### src/rtl/output_mem_control.sv
// Write-side controller for the systolic result path: turns a diagonally skewed
// result wavefront into per-bank write strobes and row addresses.
module output_mem_control #(
  parameter int WIDTH  = 16,
  parameter int ADDR_W = 8,
  parameter int DIM_W  = 5
) (
  input  logic                      i_clk,
  input  logic                      i_reset,
  input  logic                      i_active,
  input  logic [ADDR_W-1:0]         i_base_addr,
  input  logic [DIM_W-1:0]          i_num_row,
  input  logic [DIM_W-1:0]          i_num_col,
  output logic [WIDTH-1:0]          o_wr_en,
  output logic [WIDTH*ADDR_W-1:0]   o_out_addr,
  output logic                      o_done
);
  localparam int CNT_W = DIM_W + 1;
  localparam logic [DIM_W-1:0] W_MAX = DIM_W'(WIDTH);

  typedef enum logic [1:0] {S_IDLE, S_RUN, S_DONE} state_t;

  state_t                    r_state;
  logic [CNT_W-1:0]          r_cnt;
  logic [ADDR_W-1:0]         r_base;
  logic [DIM_W-1:0]          r_rows, r_cols;
  logic [WIDTH-1:0]          r_wr_en;
  logic [WIDTH*ADDR_W-1:0]   r_addr;
  logic                      r_done;

  logic [DIM_W-1:0]          w_rows_in, w_cols_in, w_rows, w_cols;
  logic [ADDR_W-1:0]         w_base;
  logic [CNT_W-1:0]          w_cnt, w_last;
  logic [WIDTH-1:0]          w_wr_en;
  logic [WIDTH*ADDR_W-1:0]   w_addr;

  // In IDLE the cnt=0 outputs are computed straight from the inputs so the
  // first strobe lands one cycle after the active sample.
  always_comb begin
    w_rows_in = (i_num_row > W_MAX) ? W_MAX : i_num_row;
    w_cols_in = (i_num_col > W_MAX) ? W_MAX : i_num_col;
    if (r_state == S_IDLE) begin
      w_cnt  = '0;
      w_base = i_base_addr;
      w_rows = w_rows_in;
      w_cols = w_cols_in;
    end else begin
      w_cnt  = r_cnt;
      w_base = r_base;
      w_rows = r_rows;
      w_cols = r_cols;
    end
    w_last  = {1'b0, r_rows} + {1'b0, r_cols} - CNT_W'(1);
    w_wr_en = '0;
    w_addr  = '0;
    for (int c = 0; c < WIDTH; c++) begin
      if ((CNT_W'(c) < {1'b0, w_cols}) && (w_cnt >= CNT_W'(c)) &&
          ((w_cnt - CNT_W'(c)) < {1'b0, w_rows})) begin
        w_wr_en[c] = 1'b1;
        w_addr[c*ADDR_W +: ADDR_W] = w_base + ADDR_W'(w_cnt - CNT_W'(c));
      end
    end
  end

  always_ff @(posedge i_clk) begin
    if (i_reset) begin
      r_state <= S_IDLE;
      r_cnt   <= '0;
      r_base  <= '0;
      r_rows  <= '0;
      r_cols  <= '0;
      r_wr_en <= '0;
      r_addr  <= '0;
      r_done  <= 1'b0;
    end else begin
      case (r_state)
        S_IDLE: begin
          r_done  <= 1'b0;
          r_wr_en <= '0;
          r_addr  <= '0;
          if (i_active) begin
            r_base <= i_base_addr;
            r_rows <= w_rows_in;
            r_cols <= w_cols_in;
            if (w_rows_in == '0 || w_cols_in == '0) begin
              r_done  <= 1'b1;
              r_state <= S_DONE;
            end else begin
              r_wr_en <= w_wr_en;
              r_addr  <= w_addr;
              r_cnt   <= CNT_W'(1);
              r_state <= S_RUN;
            end
          end
        end
        S_RUN: begin
          // r_cnt runs one ahead of the outputs; reaching rows+cols-1 means
          // the last diagonal has already been issued.
          if (r_cnt == w_last) begin
            r_wr_en <= '0;
            r_addr  <= '0;
            r_done  <= 1'b1;
            r_state <= S_DONE;
          end else begin
            r_wr_en <= w_wr_en;
            r_addr  <= w_addr;
            r_cnt   <= r_cnt + CNT_W'(1);
          end
        end
        S_DONE: begin
          r_done  <= 1'b0;
          r_wr_en <= '0;
          r_addr  <= '0;
          r_state <= S_IDLE;
        end
        default: r_state <= S_IDLE;
      endcase
    end
  end

  assign o_wr_en    = r_wr_en;
  assign o_out_addr = r_addr;
  assign o_done     = r_done;
endmodule

### config.mk
export PLATFORM = sky130hd
export DESIGN_NAME = output_mem_control
export DESIGN_NICKNAME = d
export VERILOG_FILES = /design/src/rtl/output_mem_control.sv
export SDC_FILE = /design/constraint.sdc
export NUM_CORES = 1
export LEC_CHECK = 0
export ABC_AREA = 0
export ABC_CLOCK_PERIOD_IN_PS = 11300
export BUFFER_PORTS_ARGS = -buffer_cell sky130_fd_sc_hd__buf_2
export CORE_MARGIN = 1
export CORE_UTILIZATION = 25
export CTS_CLUSTER_SIZE = 28
export DETAILED_ROUTE_END_ITERATION = 8
export SLEW_MARGIN = 30
export SYNTH_ARGS = -nofsm -noshare
export SYNTH_HDL_FRONTEND = slang
export SYNTH_SLANG_ARGS = --single-unit
export TNS_END_PERCENT = 20
### constraint.sdc
create_clock -name i_clk -period 11.3 [get_ports i_clk]
set_input_delay 2.26 -clock i_clk [delete_from_list [all_inputs] [get_ports i_clk]]
set_output_delay 2.26 -clock i_clk [all_outputs]
set_load 0.005 [all_outputs]
=== Word level (Yosys, flattened, before mapping) ===
Cells that the tools add are included.

* Add/subtract/negate cells: 49
* Reduce and logical (&&, ||, !) cells: 42
* Magnitude comparators: 50
* Mux-type cells: 58
* Eq/ne operators: 7

{| class="wikitable"
|+ Operators by type and width
! kind !! count
|-
| 128-bit two-way mux || 3
|-
| 128-bit case mux with 3 select lines || 1
|-
| 8-bit two-way mux || 17
|-
| 8-bit adder || 15
|-
| 6-bit by 5-bit < comparator with 1-bit output || 16
|-
| 6-bit by 4-bit subtractor with 7-bit output (second input constant) || 8
|-
| 6-bit by 4-bit greater-or-equal comparator with 1-bit output (second input constant) || 8
|-
| 16-bit two-way mux || 3
|-
| 16-bit case mux with 3 select lines || 1
|-
| 6-bit by 4-bit subtractor with 6-bit output (second input constant) || 8
|-
| 4-bit by 5-bit < comparator with 1-bit output (first input constant) || 8
|-
| 1-bit logical AND || 32
|-
| 6-bit by 3-bit subtractor with 7-bit output (second input constant) || 4
|-
| 6-bit by 3-bit greater-or-equal comparator with 1-bit output (second input constant) || 4
|-
| 6-bit two-way mux || 4
|-
| 6-bit by 3-bit subtractor with 6-bit output (second input constant) || 4
|-
| 3-bit by 5-bit < comparator with 1-bit output (first input constant) || 4
|-
| 5-bit two-way mux || 4
|-
| 1-bit two-way mux || 19
|-
| 6-bit by 2-bit subtractor with 7-bit output (second input constant) || 2
|-
| 6-bit by 1-bit greater-or-equal comparator with 1-bit output (second input constant) || 2
|-
| 6-bit by 2-bit greater-or-equal comparator with 1-bit output (second input constant) || 2
|-
| 6-bit case mux with 2 select lines || 1
|-
| 6-bit by 1-bit subtractor with 6-bit output (second input constant) || 2
|-
| other kinds (22) || 34
|}

* Flip-flop bits (word level): 171
* Input port bits: 21
* Logic and storage cells: 214
* Output and inout port bits: 145

=== Depth between registers and ports, before layout ===
Gate-level depths: netlist (run 1).

* Depth in word-level cells: 10
* Gate-level depth with buffers: 19
* Gate-level depth less buffers: 15

=== Worst setup path before layout (run 1) ===
OpenSTA, ideal clock, no wires.

* Kind: input-to-reg
* Start point: input port i_num_row[4]
* End point: register r_addr[86] (netlist: o_out_addr[86])
* Data required time: 11.239 ns
* Library setup time: 0.061 ns
* Buffers on the path: 2
* Path slack: 6.484 ns
* Stages on the path: 11
* Data arrival time: 4.755 ns
* Path through: buf_2 > nand3b_1 > a21boi_0 > ha_1 > a21oi_1 > o31ai_1 > maj3_1 > a211oi_1 > and3_1 > buf_2 > a32o_1

* Word-level cells in the longest chain between the ends: 9
* Elaborated cells between the ends (all ways): 12

{| class="wikitable"
|+ RTL lines
! what !! line !! RTL
|-
| start: declaration || 12 || <nowiki>input logic [DIM_W-1:0] i_num_row,</nowiki>
|-
| 5-bit greater-than comparator || 40 || <nowiki>w_rows_in = (i_num_row > W_MAX) ? W_MAX : i_num_row;</nowiki>
|-
| 5-bit two-way mux * || 40 ||
|-
| 5-bit two-way mux || 42 || <nowiki>if (r_state == S_IDLE) begin</nowiki>
|-
| 6-bit by 5-bit < comparator with 1-bit output || 58 || <nowiki>((w_cnt - CNT_W'(c)) < {1'b0, w_rows})) begin</nowiki>
|-
| 1-bit logical AND || 57 || <nowiki>if ((CNT_W'(c) < {1'b0, w_cols}) && (w_cnt >= CNT_W'(c)) &&</nowiki>
|-
| 8-bit two-way mux || 57 ||
|-
| 128-bit two-way mux || 85 || <nowiki>if (w_rows_in == '0 || w_cols_in == '0) begin</nowiki>
|-
| 128-bit two-way mux || 81 || <nowiki>if (i_active) begin</nowiki>
|-
| 128-bit case mux with 3 select lines * || 76 || <nowiki>case (r_state)</nowiki>
|-
| end signal: assignment || 90 || <nowiki>r_addr <= w_addr;</nowiki>
|-
| end signal: assignment || 106 || <nowiki>r_addr <= w_addr;</nowiki>
|-
| end: declaration || 28 || <nowiki>logic [WIDTH*ADDR_W-1:0] r_addr;</nowiki>
|}

Every way passes the cells marked *; elsewhere a longest branch is shown, timed or not.
A chain may end at the register's enable or synchronous reset.

=== Final worst setup path (run 1) ===
Ends and elaborated chain as after synthesis.

==> flow_summary_export.csv, run 1 <==
group,metric,value,unit
sta,hold_ws,0.450,ns
worst_setup_path,path_class,"in -> reg",
floorplanning,ios,166,
worst_setup_path,reg2regPathDepth,12,
placement,io_buffers,165,
outcome,status,"finished with violations",
logic_synthesis,ys_types,82,
logic_synthesis,yosysTopAreaCell,"dfxtp_1",
min_path,hp-class,"reg -> reg",
sta,clock_skew,0.0135,ns
sta,period_share,44.1,%
detailed_routing,vias_per_cell,5.20,
logic_synthesis,ys_warn_count,0,
logic_synthesis,synth_area,0.0120,mm2
worst_setup_path,crit_fanout,11,
detailed_routing,drc_errors,14,
floorplanning,die_w,221,um
placement,postPlaceCellArea,0.0134,mm2
power,irDropWorstVdd,130,uV
global_routing,grt_pass1_vias,10687,
sta,period_needed,4.99,ns
layout,design_area,0.0140,mm2
placement,place_ws,5.68,ns
cts,clk_pin_slew,0.07,ns
sta,slew_headroom,36.2,%
logic_synthesis,synth-edff-count,0,
worst_setup_path,critical_path.slowest_cell,"a21boi_1",
detailed_routing,wl_per_cell,20.9,um
cts,htree_num_levels,4,
detailed_routing,detail-route-antenna-nets,0,
worst_setup_path,startpoint_type,"input pin",
logic_synthesis,ys.flop_type,"dfxtp_1",
logic_synthesis,synthTopCellsByCount,"dfxtp_1 (171), ha_1 (122), nand2_1 (119)",
floorplanning,coreArea,0.0469,mm2
detailed_routing,drt_iter0_markers,960,
placement,gp_congestion,0.940,
detailed_routing,finalWirelength,44700,um
logic_synthesis,syn-num-nets,1532,
logic_synthesis,ys_async_sr_fraction,0,%
sta,rsz0062_at_grt,"false",
logic_synthesis,yosysMostFrequentCell,"dfxtp_1",
sta,finalSetupTns,0,ns
floorplanning,rows,79,
cts,cts_hold_buf,0,
worst_setup_path,r2r-end,"o_out_addr[71]",
job,cap_violations,0,
logic_synthesis,syn_inst,1384,
cts,cts.sinks,171,
sta,worstMarginPinSlew,0.955,ns
cts,cts-root-buf,"clkbuf_16",
layout,nFillCells,5036,
cts,tritoncts,"yes",
detailed_routing,via_count,11117,
sta,hold_viol_final,0,
global_routing,antenna_found_initial,2,
logic_synthesis,ys_seq_elements,171,
cts,post_cts_buffers,0,
logic_synthesis,ys_top_cells_by_area,"dfxtp_1 (29%), ha_1 (13%), xnor2_1 (6.3%), a22o_1 (5.3%), nand2_1 (3.7%)",
worst_setup_path,timing.rr.start,"r_state[0]",
power,p_leak,5.93,nW
worst_setup_path,arrival,5.39,ns
layout,post_route_cells_drive_above_1_share,16.6,%
global_routing,grt_pass1_wl,66500,um
cts,cts_buffer_depth,2,
worst_setup_path,endpoint,"o_out_addr[86]",
power,power,2.15,mW
layout,finalNonFillerCells,2138,
floorplanning,die_h,221,um
logic_synthesis,synth_top_area_share,28.6,%
worst_setup_path,crit_chain,"buf_2, nand3b_1, a21boi_1, ha_1, a21oi_1, o31ai_1, maj3_1, a211oi_1, and3_1, a32o_1",
global_routing,grt-ovfl-total,0,
worst_setup_path,critPathLaunch,"i_num_row[4]",
worst_setup_path,max_stage_delay,0.60,ns
detailed_routing,firstDrtPassIters,8,
layout,n_antenna_cell,0,
global_routing,grt_use_total,18.4,%
cts,cts_buffers,17,
outcome,violations,"design-rule violations",
logic_synthesis,syn_area_per_cell,8.64,um2
layout,nets,1666,
floorplanning,start_util,25.5,%
global_routing,grt_start_max_net_pins,87,
power,powerDensity,154,mW/mm2
worst_setup_path,rrSetupSlack,6.94,ns
worst_setup_path,cp-end-kind,"flip-flop",
sta,fmax,201,MHz
cts,clk-insertion-delay-late,0.47,ns
logic_synthesis,ys_seq_area_share,28.6,%
floorplanning,die_area,0.0487,mm2
cts,cts_resized,0,
sta,setup-violations-final,0,
placement,hpwl,34100,um
layout,area_growth,17.1,%
placement,dp_cells,2106,
sta,final.setup.worst_slack,6.31,ns
worst_setup_path,required,11.70,ns
layout,fin_util,29.9,%
sta,slew_viol_final,0,
## cells by family after synthesis
family	synth area share, %
AO/OA/AOI/OAI	27.0
XOR/XNOR	8.48
adder cells (fa/ha/maj)	14.3
buffers and inverters	4.64
flip-flops	28.6
multiplexers	1.70
AND/OR/NAND/NOR	15.3
## routing by layer
layer / track usage (%) / wire, um / vias to the layer above
met2: 29.2 / 20100 / 362
met1: 24.5 / 20700 / 5351
met5: 0 / 26 / -
met4: 6.44 / 1140 / 4
li1: - / - / 5340
met3: 3.79 / 2770 / 60
## worst min-delay path by stage
stage	from	endpoint	slack [ns]	cells after the start
after global placement	o_wr_en[14]	o_wr_en[14]	0.43	2
after CTS	o_wr_en[7]	o_wr_en[7]	0.46	1
final	o_out_addr[8]	o_out_addr[8]	0.45	2
after global routing	o_wr_en[12]	o_wr_en[12]	0.47	1
after floorplan	r_base[0]	r_base[0]	0.43	2
after detailed placement	o_wr_en[7]	o_wr_en[7]	0.44	1
## critical path: cells and delay by family
family | cells | cell delay (ns)
adders and majority gates | 2 | 0.75
AOI/OAI and AO/OA | 5 | 1.58
and+or+nand+nor | 2 | 0.62
buffers and inverters | 1 | 0.18
## cells in the final DEF (no fill, tap or decap), types with 8 or more instances in the layout
master	Yosys	routed
xor2_1	27	27
o21a_1	42	42
mux2i_1	11	11
dfxtp_1	171	171
clkbuf_16	0	17
nand2_1	119	119
inv_1	61	61
xnor2_1	86	86
a32o_1	38	38
nor2b_1	21	20
ha_1	122	121
and3_1	12	12
a21o_1	22	22
nand3_1	12	12
buf_2	29	165
a21oi_1	76	76
buf_4	2	19
o31ai_1	20	20
o21bai_1	11	11
nand2b_1	10	10
or3_1	16	16
nor3_1	24	24
nor2_1	101	101
a22o_1	72	72
a211oi_1	18	18
o21ai_0	71	70
and2_1	8	8
## registers in the layout (all words and copies together) (netlist names)
| name | flops |
|---|---|
| o_out_addr | 128 |
| o_wr_en | 16 |
| r_base | 8 |
| r_cnt | 6 |
| r_cols | 5 |
| r_rows | 5 |
| r_state | 2 |
| o_done | 1 |
## area by class of cell
cell class	count	area (um2)	share of cell area [%]
clock buffers	23	468	3.34
clock inverters	9	113	0.805
inverters	64	240	1.72
multi-input cells	1079	8000	57.1
flip-flops and latches	171	3420	24.5
well taps	607	759	5.43
repair buffers	185	996	7.12
## report_power, final
part | switching, mW | internal (mW)
logic | 0.578 | 0.351
clock network | 0.260 | 0.338
registers | 0.0111 | 0.615
Note: power is estimated with default switching activity, not from simulation.
==> run 2, diff against run 1 <==
Settings changed: ABC_CLOCK_PERIOD_IN_PS 11300 to 4400.
Clock period 11.3 ns to 4.4 ns, I/O delays scaled along.
==> run 2 against run 1 <==
The flow still finishes with violations (design-rule violations). Hold slack lost 0.0072 ns. Clock-buffer cell count shrank 6. Combinational power grew to 2.6 times the previous value. Worst setup slack lost 5.8 ns. Via count grew 2.0%. Critical endpoint unchanged. Largest power group unchanged.
==> flow_summary_export.csv, run 2 (synthesis gave the netlist of run 1 again) <==
group,metric,value,unit
worst_setup_path,path_class,"reg -> reg",
cts,cts_hold_buf,0,
global_routing,grt_pass1_wl,67100,um
cts,cts_buffers,17,
placement,io_buffers,165,
placement,gp_congestion,0.946,
job,cap_violations,0,
power,powerDensity,399,mW/mm2
layout,nets,1690,
placement,postPlaceCellArea,0.0136,mm2
cts,post_cts_buffers,0,
power,p_clk_share,28.6,%
power,switchingPower,2.25,mW
detailed_routing,wl_per_cell,21.0,um
sta,worstMarginPinSlew,0.900,ns
floorplanning,rows,79,
global_routing,grt_start_max_net_pins,63,
sta,hold_viol_final,0,
cts,tritoncts,"yes",
power,swShare,39.7,%
placement,place_ws,0.397,ns
layout,post_route_cells_drive_above_1_share,18.1,%
power,pwr-share-seq,28.4,%
sta,clock_skew,0.0134,ns
layout,layout_commonest_cell,"dfxtp_1",
power,combPwrFrac,43.0,%
layout,n_antenna_cell,0,
detailed_routing,drt_iter0_markers,929,
sta,fmax,257,MHz
cts,clk_pin_slew,0.07,ns
floorplanning,die_area,0.0487,mm2
layout,nFillCells,5017,
cts,htree_num_levels,4,
floorplanning,ios,166,
cts,cts.sinks,171,
detailed_routing,vias_per_cell,5.25,
layout,design_area,0.0142,mm2
sta,final.setup.worst_slack,0.507,ns
worst_setup_path,startpoint_type,"flip-flop",
outcome,status,"finished with violations",
sta,period_needed,3.89,ns
layout,layout_common_cells,"dfxtp_1 (171), buf_2 (165), ha_1 (121)",
floorplanning,die_w,221,um
layout,seqCellArea,0.00342,mm2
worst_setup_path,required,4.80,ns
layout,largest_reg_flops,128,
global_routing,grt-ovfl-total,0,
power,p_leak,6.06,nW
min_path,hp-class,"reg -> reg",
floorplanning,start_util,25.5,%
power,irDropWorstVdd,305,uV
global_routing,antenna_found_initial,3,
global_routing,grt_pass1_vias,10760,
layout,multi_input_area,0.00800,mm2
sta,finalSetupTns,0,ns
floorplanning,coreArea,0.0469,mm2
detailed_routing,finalWirelength,45400,um
worst_setup_path,arrival,4.29,ns
detailed_routing,drc_errors,14,
sta,period_share,88.5,%
cts,cts-root-buf,"clkbuf_16",
sta,rsz0062_at_grt,"false",
sta,setup-violations-final,0,
worst_setup_path,cp-end-kind,"flip-flop",
cts,clk-insertion-delay-late,0.45,ns
power,power,5.67,mW
worst_setup_path,crit_fanout,26,
cts,cts_buffer_depth,2,
power,intPower,3.42,mW
sta,slew_headroom,39.8,%
detailed_routing,detail-route-antenna-nets,0,
detailed_routing,firstDrtPassIters,7,
placement,hpwl,34900,um
sta,slew_viol_final,0,
cts,cts_resized,0,
global_routing,grt_use_total,18.5,%
detailed_routing,via_count,11339,
floorplanning,die_h,221,um
layout,area_growth,18.9,%
outcome,violations,"design-rule violations",
[run 2: worst max-delay path: stages (launching register included)]
cell and delay (ns):
dfxtp_1 0.33, inv_1 0.09, ha_2 0.56, clkinv_1 0.18, a21boi_1 0.64, ha_1 0.37
a21oi_1 0.15, o31ai_1 0.11, maj3_1 0.38, a211oi_1 0.49, and3_1 0.35, a32o_1 0.19
[run 2: through the flow]
step	std cells	hold slack [ns]	utilization (%)
floorplan	1384	0.434	-
global placement	2130	0.434	29.0
detailed placement	2130	0.437	29.0
CTS	2161	0.448	30.3
global route	2161	0.470	30.3
finish	2161	0.443	30.3
[run 2: path summary, 6_finish.rpt]
check | from | endpoint | slack, ns | cells after the start
max | r_state[0] | o_out_addr[86] | 0.51 | 11
min | o_wr_en[14] | o_wr_en[14] | 0.44 | 2
max reg2reg | r_state[0] | o_out_addr[86] | 0.51 | 11
min reg2reg | o_wr_en[14] | o_wr_en[14] | 0.44 | 2
[run 2: final cells by class]
class                      instances  share of cell area [%]
timing repair buffer             209                    8.31
multi-input combinational       1079                    56.3
inverter                          64                    1.69
sequential                       171                    24.1
tap                              607                    5.34
clock inverter                    14                    1.27
clock buffer                      17                    2.99
[run 2: routing by layer]
layer | track usage, % | vias to the layer above | part of all wire (%)
li1 | - | 5394 | -
met1 | 24.1 | 5523 | 45
met2 | 30.5 | 362 | 46
met3 | 3.45 | 58 | 5.9
met4 | 6.16 | 2 | 2.7
met5 | 0 | - | 0.024
[run 2: power groups by stage]
stage	sequential [mW]	combinational, mW	clock, mW
3_3_place_gp	1.64	2.35	0
5_1_grt	1.61	2.66	1.72
6_report	1.61	2.44	1.62
4_1_cts	1.61	2.41	1.66
2_1_floorplan	1.63	1.70	0
3_5_place_dp	1.65	2.40	0
